### config.mk
export PLATFORM = sky130hd
export DESIGN_NAME = vdp_host_port_flat
export DESIGN_NICKNAME = d
export VERILOG_FILES = /design/src/rtl/vdp_host_if.sv /design/src/rtl/vdp_host_port.sv /design/src/flat_wrapper.sv
export SDC_FILE = /design/constraint.sdc
export NUM_CORES = 1
export LEC_CHECK = 0
export ABC_AREA = 1
export CORE_UTILIZATION = 51
export CTS_BUF_LIST = sky130_fd_sc_hd__clkbuf_16
export CTS_CLUSTER_DIAMETER = 50
export CTS_CLUSTER_SIZE = 40
export DETAILED_ROUTE_END_ITERATION = 8
export PLACE_DENSITY = 0.9
export SLEW_MARGIN = 20
export SYNTH_ARGS = -nofsm -noshare
export SYNTH_HDL_FRONTEND = slang
export SYNTH_SLANG_ARGS = --single-unit
### constraint.sdc
create_clock -name clk -period 1.77 [get_ports clk]
set_input_delay 0.354 -clock clk [delete_from_list [all_inputs] [get_ports clk]]
set_output_delay 0.354 -clock clk [all_outputs]
set_load 0.02 [all_outputs]
### src/rtl/vdp_host_if.sv
// CPU strobe bus, VRAM arbiter handshake and register/status sideband of the VDP host port.
// The slave modport is the host port's view; master is the surrounding system's view.
interface vdp_host_if #(
    parameter int unsigned ADDR_W = 14
);
    logic [1:0]        mode;
    logic              read;
    logic              write;
    logic [7:0]        data_in;
    logic [7:0]        data_out;
    logic              vram_req;
    logic              vram_we;
    logic [ADDR_W-1:0] vram_addr;
    logic [7:0]        vram_wdata;
    logic              vram_ack;
    logic [7:0]        vram_rdata;
    logic              reg_we;
    logic [2:0]        reg_addr;
    logic [7:0]        reg_data;
    logic [7:0]        status_in;
    logic              status_rd;
    logic              overrun;

    modport slave (
        input  mode, read, write, data_in, vram_ack, vram_rdata, status_in,
        output data_out, vram_req, vram_we, vram_addr, vram_wdata,
        output reg_we, reg_addr, reg_data, status_rd, overrun
    );

    modport master (
        output mode, read, write, data_in, vram_ack, vram_rdata, status_in,
        input  data_out, vram_req, vram_we, vram_addr, vram_wdata,
        input  reg_we, reg_addr, reg_data, status_rd, overrun
    );
endinterface

### src/rtl/vdp_host_port.sv
// VDP CPU host port: decodes strobe accesses into auto-incrementing VRAM transactions,
// register writes and status reads, with a one-deep outstanding VRAM request.
module vdp_host_port #(
    parameter int unsigned ADDR_W = 14
) (
    input logic       clk,
    input logic       reset,
    vdp_host_if.slave bus
);
    logic              read_q, write_q;
    logic [ADDR_W-1:0] addr_q, addr_d;
    logic [7:0]        rbuf_q, rbuf_d;
    logic [7:0]        latch_q, latch_d;
    logic              second_q, second_d;
    logic              overrun_q, overrun_d;
    logic [7:0]        data_out_q, data_out_d;
    logic              req_q, req_d;
    logic              we_q, we_d;
    logic [ADDR_W-1:0] vaddr_q, vaddr_d;
    logic [7:0]        wdata_q, wdata_d;
    logic              reg_we_q, reg_we_d;
    logic [2:0]        reg_addr_q, reg_addr_d;
    logic [7:0]        reg_data_q, reg_data_d;
    logic              status_rd_q, status_rd_d;

    logic              wr_edge, rd_edge, busy;
    logic [ADDR_W-1:0] ctrl_addr;

    // A simultaneous read and write edge is treated as a write only.
    assign wr_edge   = bus.write & ~write_q;
    assign rd_edge   = bus.read & ~read_q & ~wr_edge;
    assign busy      = req_q;
    assign ctrl_addr = {bus.data_in[ADDR_W-9:0], latch_q};

    always_comb begin
        addr_d      = addr_q;
        rbuf_d      = rbuf_q;
        latch_d     = latch_q;
        second_d    = second_q;
        overrun_d   = overrun_q;
        data_out_d  = data_out_q;
        req_d       = req_q;
        we_d        = we_q;
        vaddr_d     = vaddr_q;
        wdata_d     = wdata_q;
        reg_we_d    = 1'b0;
        reg_addr_d  = reg_addr_q;
        reg_data_d  = reg_data_q;
        status_rd_d = 1'b0;

        // Ack retires the transaction; a new access in this same cycle still sees busy.
        if (req_q && bus.vram_ack) begin
            req_d = 1'b0;
            if (!we_q) begin
                rbuf_d = bus.vram_rdata;
            end
        end

        unique case (bus.mode)
            2'd0: begin
                if (wr_edge || rd_edge) begin
                    second_d = 1'b0;
                    if (rd_edge) begin
                        data_out_d = rbuf_q;
                    end
                    if (busy) begin
                        overrun_d = 1'b1;
                    end else begin
                        req_d   = 1'b1;
                        we_d    = wr_edge;
                        vaddr_d = addr_q;
                        addr_d  = addr_q + ADDR_W'(1);
                        if (wr_edge) begin
                            wdata_d = bus.data_in;
                        end
                    end
                end
            end
            2'd1: begin
                if (rd_edge) begin
                    data_out_d = 8'hFF;
                end else if (wr_edge && !second_q) begin
                    latch_d  = bus.data_in;
                    second_d = 1'b1;
                end else if (wr_edge) begin
                    second_d = 1'b0;
                    case (bus.data_in[7:6])
                        2'b00: begin
                            if (busy) begin
                                overrun_d = 1'b1;
                            end else begin
                                req_d   = 1'b1;
                                we_d    = 1'b0;
                                vaddr_d = ctrl_addr;
                                addr_d  = ctrl_addr + ADDR_W'(1);
                            end
                        end
                        2'b01: addr_d = ctrl_addr;
                        2'b10: begin
                            reg_we_d   = 1'b1;
                            reg_addr_d = bus.data_in[2:0];
                            reg_data_d = latch_q;
                        end
                        default: ;
                    endcase
                end
            end
            2'd2: begin
                if (rd_edge) begin
                    data_out_d  = bus.status_in;
                    status_rd_d = 1'b1;
                    second_d    = 1'b0;
                    overrun_d   = 1'b0;
                end
            end
            default: begin
                if (rd_edge) begin
                    data_out_d = 8'hFF;
                end
            end
        endcase
    end

    always_ff @(posedge clk) begin
        if (!reset) begin
            read_q      <= 1'b0;
            write_q     <= 1'b0;
            addr_q      <= '0;
            rbuf_q      <= 8'h00;
            latch_q     <= 8'h00;
            second_q    <= 1'b0;
            overrun_q   <= 1'b0;
            data_out_q  <= 8'h00;
            req_q       <= 1'b0;
            we_q        <= 1'b0;
            vaddr_q     <= '0;
            wdata_q     <= 8'h00;
            reg_we_q    <= 1'b0;
            reg_addr_q  <= 3'd0;
            reg_data_q  <= 8'h00;
            status_rd_q <= 1'b0;
        end else begin
            read_q      <= bus.read;
            write_q     <= bus.write;
            addr_q      <= addr_d;
            rbuf_q      <= rbuf_d;
            latch_q     <= latch_d;
            second_q    <= second_d;
            overrun_q   <= overrun_d;
            data_out_q  <= data_out_d;
            req_q       <= req_d;
            we_q        <= we_d;
            vaddr_q     <= vaddr_d;
            wdata_q     <= wdata_d;
            reg_we_q    <= reg_we_d;
            reg_addr_q  <= reg_addr_d;
            reg_data_q  <= reg_data_d;
            status_rd_q <= status_rd_d;
        end
    end

    assign bus.data_out   = data_out_q;
    assign bus.vram_req   = req_q;
    assign bus.vram_we    = we_q;
    assign bus.vram_addr  = vaddr_q;
    assign bus.vram_wdata = wdata_q;
    assign bus.reg_we     = reg_we_q;
    assign bus.reg_addr   = reg_addr_q;
    assign bus.reg_data   = reg_data_q;
    assign bus.status_rd  = status_rd_q;
    assign bus.overrun    = overrun_q;
endmodule

### src/flat_wrapper.sv
// flat-port wrapper written by rule: the top's interface ports become plain ports
module vdp_host_port_flat 
#(
    parameter int unsigned ADDR_W = 14
)
  (clk, reset, bus_mode, bus_read, bus_write, bus_data_in, bus_vram_ack, bus_vram_rdata, bus_status_in, bus_data_out, bus_vram_req, bus_vram_we, bus_vram_addr, bus_vram_wdata, bus_reg_we, bus_reg_addr, bus_reg_data, bus_status_rd, bus_overrun);
  vdp_host_if #(.ADDR_W(ADDR_W)) bus_i ();
  input logic clk;
  input logic reset;
  input wire logic [$bits(bus_i.mode)-1:0] bus_mode;
  input wire logic [$bits(bus_i.read)-1:0] bus_read;
  input wire logic [$bits(bus_i.write)-1:0] bus_write;
  input wire logic [$bits(bus_i.data_in)-1:0] bus_data_in;
  input wire logic [$bits(bus_i.vram_ack)-1:0] bus_vram_ack;
  input wire logic [$bits(bus_i.vram_rdata)-1:0] bus_vram_rdata;
  input wire logic [$bits(bus_i.status_in)-1:0] bus_status_in;
  output wire logic [$bits(bus_i.data_out)-1:0] bus_data_out;
  output wire logic [$bits(bus_i.vram_req)-1:0] bus_vram_req;
  output wire logic [$bits(bus_i.vram_we)-1:0] bus_vram_we;
  output wire logic [$bits(bus_i.vram_addr)-1:0] bus_vram_addr;
  output wire logic [$bits(bus_i.vram_wdata)-1:0] bus_vram_wdata;
  output wire logic [$bits(bus_i.reg_we)-1:0] bus_reg_we;
  output wire logic [$bits(bus_i.reg_addr)-1:0] bus_reg_addr;
  output wire logic [$bits(bus_i.reg_data)-1:0] bus_reg_data;
  output wire logic [$bits(bus_i.status_rd)-1:0] bus_status_rd;
  output wire logic [$bits(bus_i.overrun)-1:0] bus_overrun;
  assign bus_i.mode = bus_mode;
  assign bus_i.read = bus_read;
  assign bus_i.write = bus_write;
  assign bus_i.data_in = bus_data_in;
  assign bus_i.vram_ack = bus_vram_ack;
  assign bus_i.vram_rdata = bus_vram_rdata;
  assign bus_i.status_in = bus_status_in;
  assign bus_data_out = bus_i.data_out;
  assign bus_vram_req = bus_i.vram_req;
  assign bus_vram_we = bus_i.vram_we;
  assign bus_vram_addr = bus_i.vram_addr;
  assign bus_vram_wdata = bus_i.vram_wdata;
  assign bus_reg_we = bus_i.reg_we;
  assign bus_reg_addr = bus_i.reg_addr;
  assign bus_reg_data = bus_i.reg_data;
  assign bus_status_rd = bus_i.status_rd;
  assign bus_overrun = bus_i.overrun;
  vdp_host_port #(.ADDR_W(ADDR_W)) u_core (.clk(clk), .reset(reset), .bus(bus_i));
endmodule
**After elaboration in Yosys (flattened, before gate mapping)**

Index checks and enable logic that the tools add are counted.

- Bits in registers: 79
- Bits of input ports: 31
- Output and inout bits: 46
- Word-level logic and storage cells: 116

- Add/sub/neg operators: 2
- Equality and inequality tests: 15
- Muxes and demuxes: 52
- Bitwise gates (word level): 12
- Reductions and logical operators: 19

Operator list:

| cell | number |
|---|---|
| two-way mux 14 bit | 13 |
| one-hot mux 14 bit (2 select lines) | 3 |
| two-way mux 8 bit | 4 |
| adder 14 x 1 -> 14 bit (second input constant) | 2 |
| two-way mux 1 bit | 27 |
| one-hot mux 8 bit (2 select lines) | 1 |
| AND reduction 8 bit | 2 |
| inequality test 2 bit (second input constant) | 5 |
| AND reduction 5 bit | 2 |
| inverter 1 bit | 9 |
| AND reduction 7 bit | 1 |
| inequality test 2 x 1 -> 1 bit (second input constant) | 3 |
| inequality test 3 bit (second input constant) | 2 |
| one-hot mux 1 bit (3 select lines) | 2 |
| AND reduction 2 bit | 3 |
| OR reduction 5 bit | 1 |
| equality test 2 x 1 -> 1 bit (second input constant) | 2 |
| equality test 2 bit (second input constant) | 2 |
| logical NOT 2 bit | 2 |
| one-hot mux 1 bit (2 select lines) | 2 |
| AND reduction 4 bit | 1 |
| AND 1 bit | 3 |
| inequality test 3 x 1 -> 1 bit (second input constant) | 1 |
| AND reduction 3 bit | 1 |
| other kinds (5) | 6 |

**Longest topological paths before layout**

Gate-level depths: netlist of the first run.

- Depth after elaboration: 8
- Mapped depth: 11
- Gate-level depth less buffers: 11

**Worst setup path after synthesis of the first run**

OpenSTA, ideal clock, no wires.

- Path kind: register to register
- Start: register u_core.req_q (netlist: u_core.bus.vram_req)
- End: register u_core.addr_q[6]
- Setup time: 117 ps
- Arrival: 1319 ps
- Data required time: 1653 ps
- Path slack: 334 ps
- Cell stages (with the launch flop): 9
- Buffers on the path: 1
- Period minus slack after synthesis: 1436 ps
- Cells stage by stage: dfxtp_1 > inv_2 > o21ai_0 > nor2_1 > nand2_1 > nor2_4 > buf_6 > o21ai_0 > nor2_1

- Cells in the longest elaborated chain, start to end: 2
- Elaborated cells on any way between the ends: 3
- Classes of those cells: eq/ne (2); reduce/logical (1)

RTL lines:

| what | line | RTL |
|---|---|---|
| start, declared | vdp_host_port.sv:17 | `logic req_q, req_d;` |
| start signal, assigned | vdp_host_port.sv:151 | `req_q <= req_d;` |
| inequality test 3 bit (no source line) or inequality test 2 bit (tied branches) | - |  |
| AND reduction 8 bit (no source line) (*) | - |  |
| end signal, assigned | vdp_host_port.sv:145 | `addr_q <= addr_d;` |
| end, declared | vdp_host_port.sv:11 | `logic [ADDR_W-1:0] addr_q, addr_d;` |

Mark *: on every way between the ends. The rest lies on a longest branch, timed or not.
A chain may end at the register's enable or synchronous reset.

**Worst setup path after layout of the first run**

- Start: input bus_mode[1]
- End: register u_core.addr_q[13]

- Cells in the longest elaborated chain, start to end: 3
- Elaborated cells on any way between the ends: 12
- Classes of those cells: eq/ne (8); mux (1); reduce/logical (3)

RTL lines:

| what | line | RTL |
|---|---|---|
| start, declared | flat_wrapper.sv:10 | `input wire logic [$bits(bus_i.mode)-1:0] bus_mode;` |
| equality test 2 x 1 -> 1 bit or logical NOT 2 bit (tied branches) | vdp_host_port.sv:59 | `unique case (bus.mode)` |
| inequality test 3 bit (no source line) (tied with other cells) | - |  |
| AND reduction 8 bit (no source line) | - |  |

Parallel ways exist; a longest one is shown, timed or not.

==> results.cfg, run 1 <==
[setup_path]
cp_data_required_time_ps = 1990
r2r_setup_slack_ps = 170
crit_fanout = 6
end_kind = register
arrival_ps = 1920
timing.rr.end = u_core.addr_q[11]$_SDFFE_PN0P_
crit_type = in2reg
setup.worst_path.start_class = input port
crit_path_frequent_cell = buf_4
reg2reg_depth = 6
cpPeakStageDelay_ps = 530
r2r-start = u_core.addr_q[0]$_SDFFE_PN0P_
crit_chain = clkdlybuf4s50_1 > buf_4 > nor2_2 > nand3_1 > nand2_2 > nor2_4 > buf_4 > nand2_1 > nor2_1 > a21oi_1
cp_slowest_cell = clkdlybuf4s50_1

[min_path]
hold_path.class = reg2reg
min_to = u_core.bus.overrun$_SDFFE_PN0P_
worstHoldStart = u_core.bus.overrun$_SDFFE_PN0P_
holdPathStages = 2

[drt]
wl_met3_um = 840
viasPerCell = 5.50
top_layer_used = met4
drt_first_iter_violations = 382
ant_nets = 0
routed_wl_um = 11300
post_drt_wl_per_cell_um = 14.8
wl_met1_um = 4970
drc_errors = 0
detailroute.via_count = 4179
dr.pass1.iters = 5
routed-wl-met2_um = 5170

[global_route]
grt_pass1_wl_um = 18300
grt_pass1_vias = 3959
grt_antenna_before_repair = 0
grt_use_total_pct = 30.7
grt_max_degree = 42
gr-total-overflow = 0

[yosys]
synth_top_area_cell = dfxtp_1
syn_avg_cell_area_um2 = 6.86
netlist_top_cells_area = dfxtp_1, o21ai_0, nor2_1
yosysUniqueCellTypes = 36
synth_common_cells = nor2_1, nand2_1, o21ai_0
synth-warning-count = 0
synth_edf_count = 0
yosys.area.top_type_share_pct = 41.7
syn_inst = 553
ys_seq_area_share_pct = 41.7
ys_async_sr_fraction_pct = 0
synthesis.area_um2 = 3790
synth_most_common_cell = nor2_1
synth_seq_cells = 79
syn-num-nets = 586
ys.flop_type = dfxtp_1

[clock_tree]
worst_skew_pair.late_latency_ps = 330
hold_buffers = 0
cts.clk_slew.worst_paths_ps = 60
cts-root-buf = clkbuf_16
cts-buffers-inserted = 9
cts_buffer_depth = 2
cts_tree = yes
cts_sinks = 79
cts.htree.levels = 3

[timing]
setup_ws_ps = 72.2
max_slew.worst_pin.slew_ps = 483
fin_crit_ps = 1700
fin_setup_tns_ps = 0
max_freq_mhz = 589
slew_headroom_pct = 67.7
fin_skew_ps = 5.25
drv_slew = 0
hold_viol_final = 0
finalCritPeriodShare_pct = 95.9
setup_viol = 0

[cells_and_area]
diodes = 0
post-route-util_pct = 72.4
seq_area_um2 = 1580
nNetsFinal = 689
layoutNonFillerInstCount = 760
nFillCells = 568
area_delta_synth_final_pct = 37.6
multi_input_area_um2 = 1870
drive_gt1_share_pct = 11.2

[place]
placed_cells = 744
gp_congestion = 0.943
dp_hpwl_um = 8020
port_buffers = 76
pre_cts_slack_ps = -235

[power_and_ir_drop]
ir_drop_v = 0.000546
p_per_area_nw_per_um2 = 871
p_sw_share_pct = 27.3
seqPwrFrac_pct = 42.9
power.switching_mw = 1.24
cellLeakagePower_nw = 2.18
pwr-share-clk_pct = 40.1
fin_total_pwr_mw = 4.55
combPwrFrac_pct = 17.0
intPower_mw = 3.30

[flow_run]
drv_cap = 0

[floorplan]
die_area_um2 = 7790
chipHeight_um = 88.3
io_pins = 77
core_um2 = 7210
rows = 31
start_util_pct = 52.6
die_w_um = 88.3

[outcome]
status = complete, no violations
[layout by cell type, fill, tap and decap left out, types with 7 or more instances in the layout]
cell / netlist / layout
clkbuf_16: 0 / 9
buf_4: 5 / 32
a21oi_1: 48 / 48
inv_1: 51 / 51
nand3_1: 28 / 28
clkdlybuf4s50_1: 0 / 74
dfxtp_1: 79 / 79
nor2_1: 97 / 95
o221ai_1: 7 / 7
nand2_1: 86 / 86
buf_12: 0 / 7
o21ai_0: 84 / 83
[repair_timing]
| item | CTS | global route |
|---|---|---|
| buffers inserted | 0 | 0 |
| resized for setup | 1 | 5 |
| endpoints found under the hold margin | 0 | 0 |
| endpoints found under the setup margin | 1 | 12 |
| gates cloned | 0 | 0 |
[flip-flops by register name (all words and copies together), names as in the netlist, 3 cells and up]
register	count
u_core.addr_q	14
u_core.bus.data_out	8
u_core.bus.reg_addr	3
u_core.bus.reg_data	8
u_core.bus.vram_addr	14
u_core.bus.vram_wdata	8
u_core.latch_q	8
u_core.rbuf_q	8
[per-layer routing]
| layer | GRT usage (%) | up-vias |
|---|---|---|
| li1 | - | 2034 |
| met1 | 40.2 | 1896 |
| met2 | 49.9 | 214 |
| met3 | 5.78 | 35 |
| met4 | 12.5 | 0 |
| met5 | 0 | - |
[power groups by stage]
| stage | combinational, mW | sequential, mW | clock, mW |
|---|---|---|---|
| 6_report | 0.773 | 1.95 | 1.82 |
| 5_1_grt | 0.836 | 1.96 | 1.94 |
| 4_1_cts | 0.762 | 1.95 | 1.84 |
| 3_5_place_dp | 0.756 | 1.98 | 0 |
| 3_3_place_gp | 0.735 | 1.98 | 0 |
| 2_1_floorplan | 0.351 | 2.03 | 0 |
[through the flow]
| step | hold WS (ps) | instance area, um2 |
|---|---|---|
| detailed placement | 447 | 4920 |
| CTS | 465 | 5210 |
| floorplan | 447 | 3790 |
| global placement | 434 | 4920 |
| finish | 462 | 5220 |
| global route | 478 | 5220 |
[layout make-up]
cell class	instances	share of cell area, %
clock buffer	9	4.31
tap	99	2.37
inverter	57	4.10
multi-input combinational	394	35.8
timing repair buffer	115	21.9
clock inverter	7	1.25
sequential	79	30.3
[worst max-delay path: cells and delay by family]
kind / cells / cell delay, ps
compound gates: 1 / 80
buf+inv: 3 / 850
simple gates: 6 / 640
[kinds of logic after synthesis]
kind of cell / share of synthesized area (%)
compound gates: 21.8
simple gates: 26.6
buf+inv: 9.23
fa+ha+maj: 0.659
flops: 41.7
[worst max path at each step]
| stage | startpoint | end | slack (ps) | cells past startpoint |
|---|---|---|---|---|
| 2_1_floorplan | u_core.bus.vram_req$_SDFF_PN0_ | u_core.addr_q[6]$_SDFFE_PN0P_ | 330 | 8 |
| 3_3_place_gp | bus_mode[0] | u_core.bus.vram_addr[0]$_SDFFE_PN0P_ | -160 | 9 |
| 3_5_place_dp | bus_mode[0] | u_core.addr_q[13]$_SDFFE_PN0P_ | -230 | 9 |
| 4_1_cts | bus_mode[0] | u_core.bus.reg_data[6]$_SDFFE_PN0P_ | 40 | 8 |
| 5_1_grt | bus_mode[1] | u_core.addr_q[11]$_SDFFE_PN0P_ | -7 | 11 |
| 6_report | bus_mode[1] | u_core.addr_q[13]$_SDFFE_PN0P_ | 70 | 10 |
(Power assumes the default switching activity.)
==> run 2: changes to the inputs <==
--- a/config.mk
+++ b/config.mk
@@ -6,6 +6,7 @@
 export NUM_CORES = 1
 export LEC_CHECK = 0
 export ABC_AREA = 1
+export CORE_MARGIN = 1
 export CORE_UTILIZATION = 51
 export CTS_BUF_LIST = sky130_fd_sc_hd__clkbuf_16
 export CTS_CLUSTER_DIAMETER = 50
==> results of run 2 <==
No change in the layout: final DEF, timing and power equal those of run 1.
==> run 3: changes to the inputs <==
--- a/config.mk
+++ b/config.mk
@@ -7,11 +7,12 @@
 export LEC_CHECK = 0
 export ABC_AREA = 1
 export CORE_MARGIN = 1
-export CORE_UTILIZATION = 51
+export CORE_UTILIZATION = 63
 export CTS_BUF_LIST = sky130_fd_sc_hd__clkbuf_16
 export CTS_CLUSTER_DIAMETER = 50
 export CTS_CLUSTER_SIZE = 40
 export DETAILED_ROUTE_END_ITERATION = 8
+export DONT_BUFFER_PORTS = 1
 export PLACE_DENSITY = 0.9
 export SLEW_MARGIN = 20
 export SYNTH_ARGS = -nofsm -noshare
==> run 3 against run 2 <==
Via count is 11% lower. Global-route usage is 2.8 points higher. Fmax is 5.2% higher. Register-to-register slack hardly changed. Hold slack worse by 350 ps. Clock-buffer cell count stayed put. Critical path type is now reg2reg.
==> results.cfg, run 3 (synthesis gave the netlist of run 1 again) <==
[place]
gp_congestion = 0.961
dp_hpwl_um = 6920
placed_cells = 609
port_buffers = 0

[power_and_ir_drop]
p_sw_share_pct = 26.3
fin_total_pwr_mw = 4.20
combPwrFrac_pct = 10.4
power.switching_mw = 1.10
cellLeakagePower_nw = 1.70
p_per_area_nw_per_um2 = 1020
ir_drop_v = 0.000634
seqPwrFrac_pct = 48.0
pwr-share-clk_pct = 41.5
intPower_mw = 3.09

[setup_path]
setup.worst_path.start_class = register
crit_chain = inv_1 > nand2_2 > inv_1 > nand2_1 > nand2_1 > nand2_1 > nor2_4 > buf_12 > nand2_1 > nor2_1 > nor2_1
crit_fanout = 18
arrival_ps = 1830
end_kind = register
crit_type = reg2reg
cp_slowest_cell = dfxtp_1
reg2reg_depth = 11
crit_path_frequent_cell = nand2_1
cpPeakStageDelay_ps = 300
cp_data_required_time_ps = 1990

[timing]
hold_viol_final = 0
fin_setup_tns_ps = 0
setup_viol = 0
slew_headroom_pct = 65.2
max_freq_mhz = 620
drv_slew = 0
rsz0062_at_grt = no
fin_crit_ps = 1610
max_slew.worst_pin.slew_ps = 521
fin_skew_ps = 4.24
finalCritPeriodShare_pct = 91.1

[floorplan]
rows = 27
die_area_um2 = 6340
die_w_um = 79.6
core_um2 = 5640
chipHeight_um = 79.6
io_pins = 77
start_util_pct = 67.3

[drt]
routed_wl_um = 10000
dr.pass1.iters = 5
ant_nets = 0
detailroute.via_count = 3715
post_drt_wl_per_cell_um = 16.1
drc_errors = 0
viasPerCell = 5.96
drt_first_iter_violations = 396

[clock_tree]
cts-root-buf = clkbuf_16
cts.clk_slew.worst_paths_ps = 60
cts_buffer_depth = 2
cts_sinks = 79
cts-buffers-inserted = 9
hold_buffers = 0
cts_tree = yes
worst_skew_pair.late_latency_ps = 330
cts.htree.levels = 3

[global_route]
grt_pass1_wl_um = 16200
grtUsageMet2_pct = 55.2
grt.busiest_layer = met2
met1_usage_pct = 41.6
grt_antenna_before_repair = 0
grt_max_degree = 69
grt_pass1_vias = 3464
gr-total-overflow = 0
use_met3_pct = 8.11
grt_use_total_pct = 33.5

[min_path]
holdPathStages = 2
hold_path.class = in2reg

[cells_and_area]
final_common_cell = nor2_1
nNetsFinal = 582
area_delta_synth_final_pct = 8.51
layoutNonFillerInstCount = 623
diodes = 0
drive_gt1_share_pct = 7.62
nFillCells = 448
final_cell_mix = nor2_1, nand2_1, o21ai_0

[flow_run]
drv_cap = 0

[outcome]
status = complete, no violations
==> run 3: cell types whose count changed in the layout (fill, tap and decap cells not counted), sizes merged <==
cell / before / now
dlymetal6s2s: 1 / 0
clkinv: 3 / 2
inv: 57 / 55
clkdlybuf4s50: 74 / 0
clkinvlp: 3 / 4
dlygate4sd2: 1 / 0
buf: 39 / 7
==> run 3: final timing paths <==
kind / start / to / slack (ps)
max: u_core.write_q$_SDFF_PN0_ / u_core.addr_q[7]$_SDFFE_PN0P_ / 160
min: bus_read / u_core.read_q$_SDFF_PN0_ / 120
max reg2reg: u_core.write_q$_SDFF_PN0_ / u_core.addr_q[7]$_SDFFE_PN0P_ / 160
min reg2reg: u_core.rbuf_q[5]$_SDFFE_PN0P_ / u_core.rbuf_q[5]$_SDFFE_PN0P_ / 520
==> run 3: critical path: cells and delay by family (launching register included) <==
family        cells  cell delay [ps]
flops             1              300
simple gates      8              780
buf+inv           3              410
==> run 3: layout make-up <==
| class | instances | area [um2] | area share [%] |
|---|---|---|---|
| Sequential cell | 79 | 1580 | 38.4 |
| Clock buffer | 9 | 225 | 5.47 |
| Inverter | 57 | 218 | 5.29 |
| Tap cell | 72 | 90.1 | 2.19 |
| Timing Repair inverter | 1 | 7.51 | 0.182 |
| Clock inverter | 4 | 50.0 | 1.22 |
| Timing Repair Buffer | 7 | 77.6 | 1.88 |
| Multi-Input combinational cell | 394 | 1870 | 45.4 |
==> run 3: power by group through the flow <==
stage	Combinational (mW)	Sequential, mW	Clock (mW)
floorplan	0.351	2.03	0
global placement	0.413	2.05	0
detailed placement	0.424	2.05	0
CTS	0.431	2.01	1.75
global route	0.495	2.03	1.82
finish	0.438	2.02	1.74
==> run 3: stage by stage <==
step	setup slack, ps	hold WS, ps	util (%)	instance area (um2)
6_report	157	115	73.0	4120
2_1_floorplan	334	447	-	3790
5_1_grt	15.1	127	73.0	4120
3_3_place_gp	228	450	67.8	3830
3_5_place_dp	181	454	67.8	3830
4_1_cts	110	114	72.7	4100
==> run 3: repair_timing <==
| item | CTS | global route |
|---|---|---|
| gates resized for setup | 0 | 4 |
| setup buffers | 0 | 0 |
| endpoints found under the setup margin | 0 | 6 |
==> run 3: per-layer routing <==
layer	share of wire, %	vias up
met2	47	187
met4	2.0	0
met5	0	-
met1	42	1688
li1	-	1819
met3	8.4	21
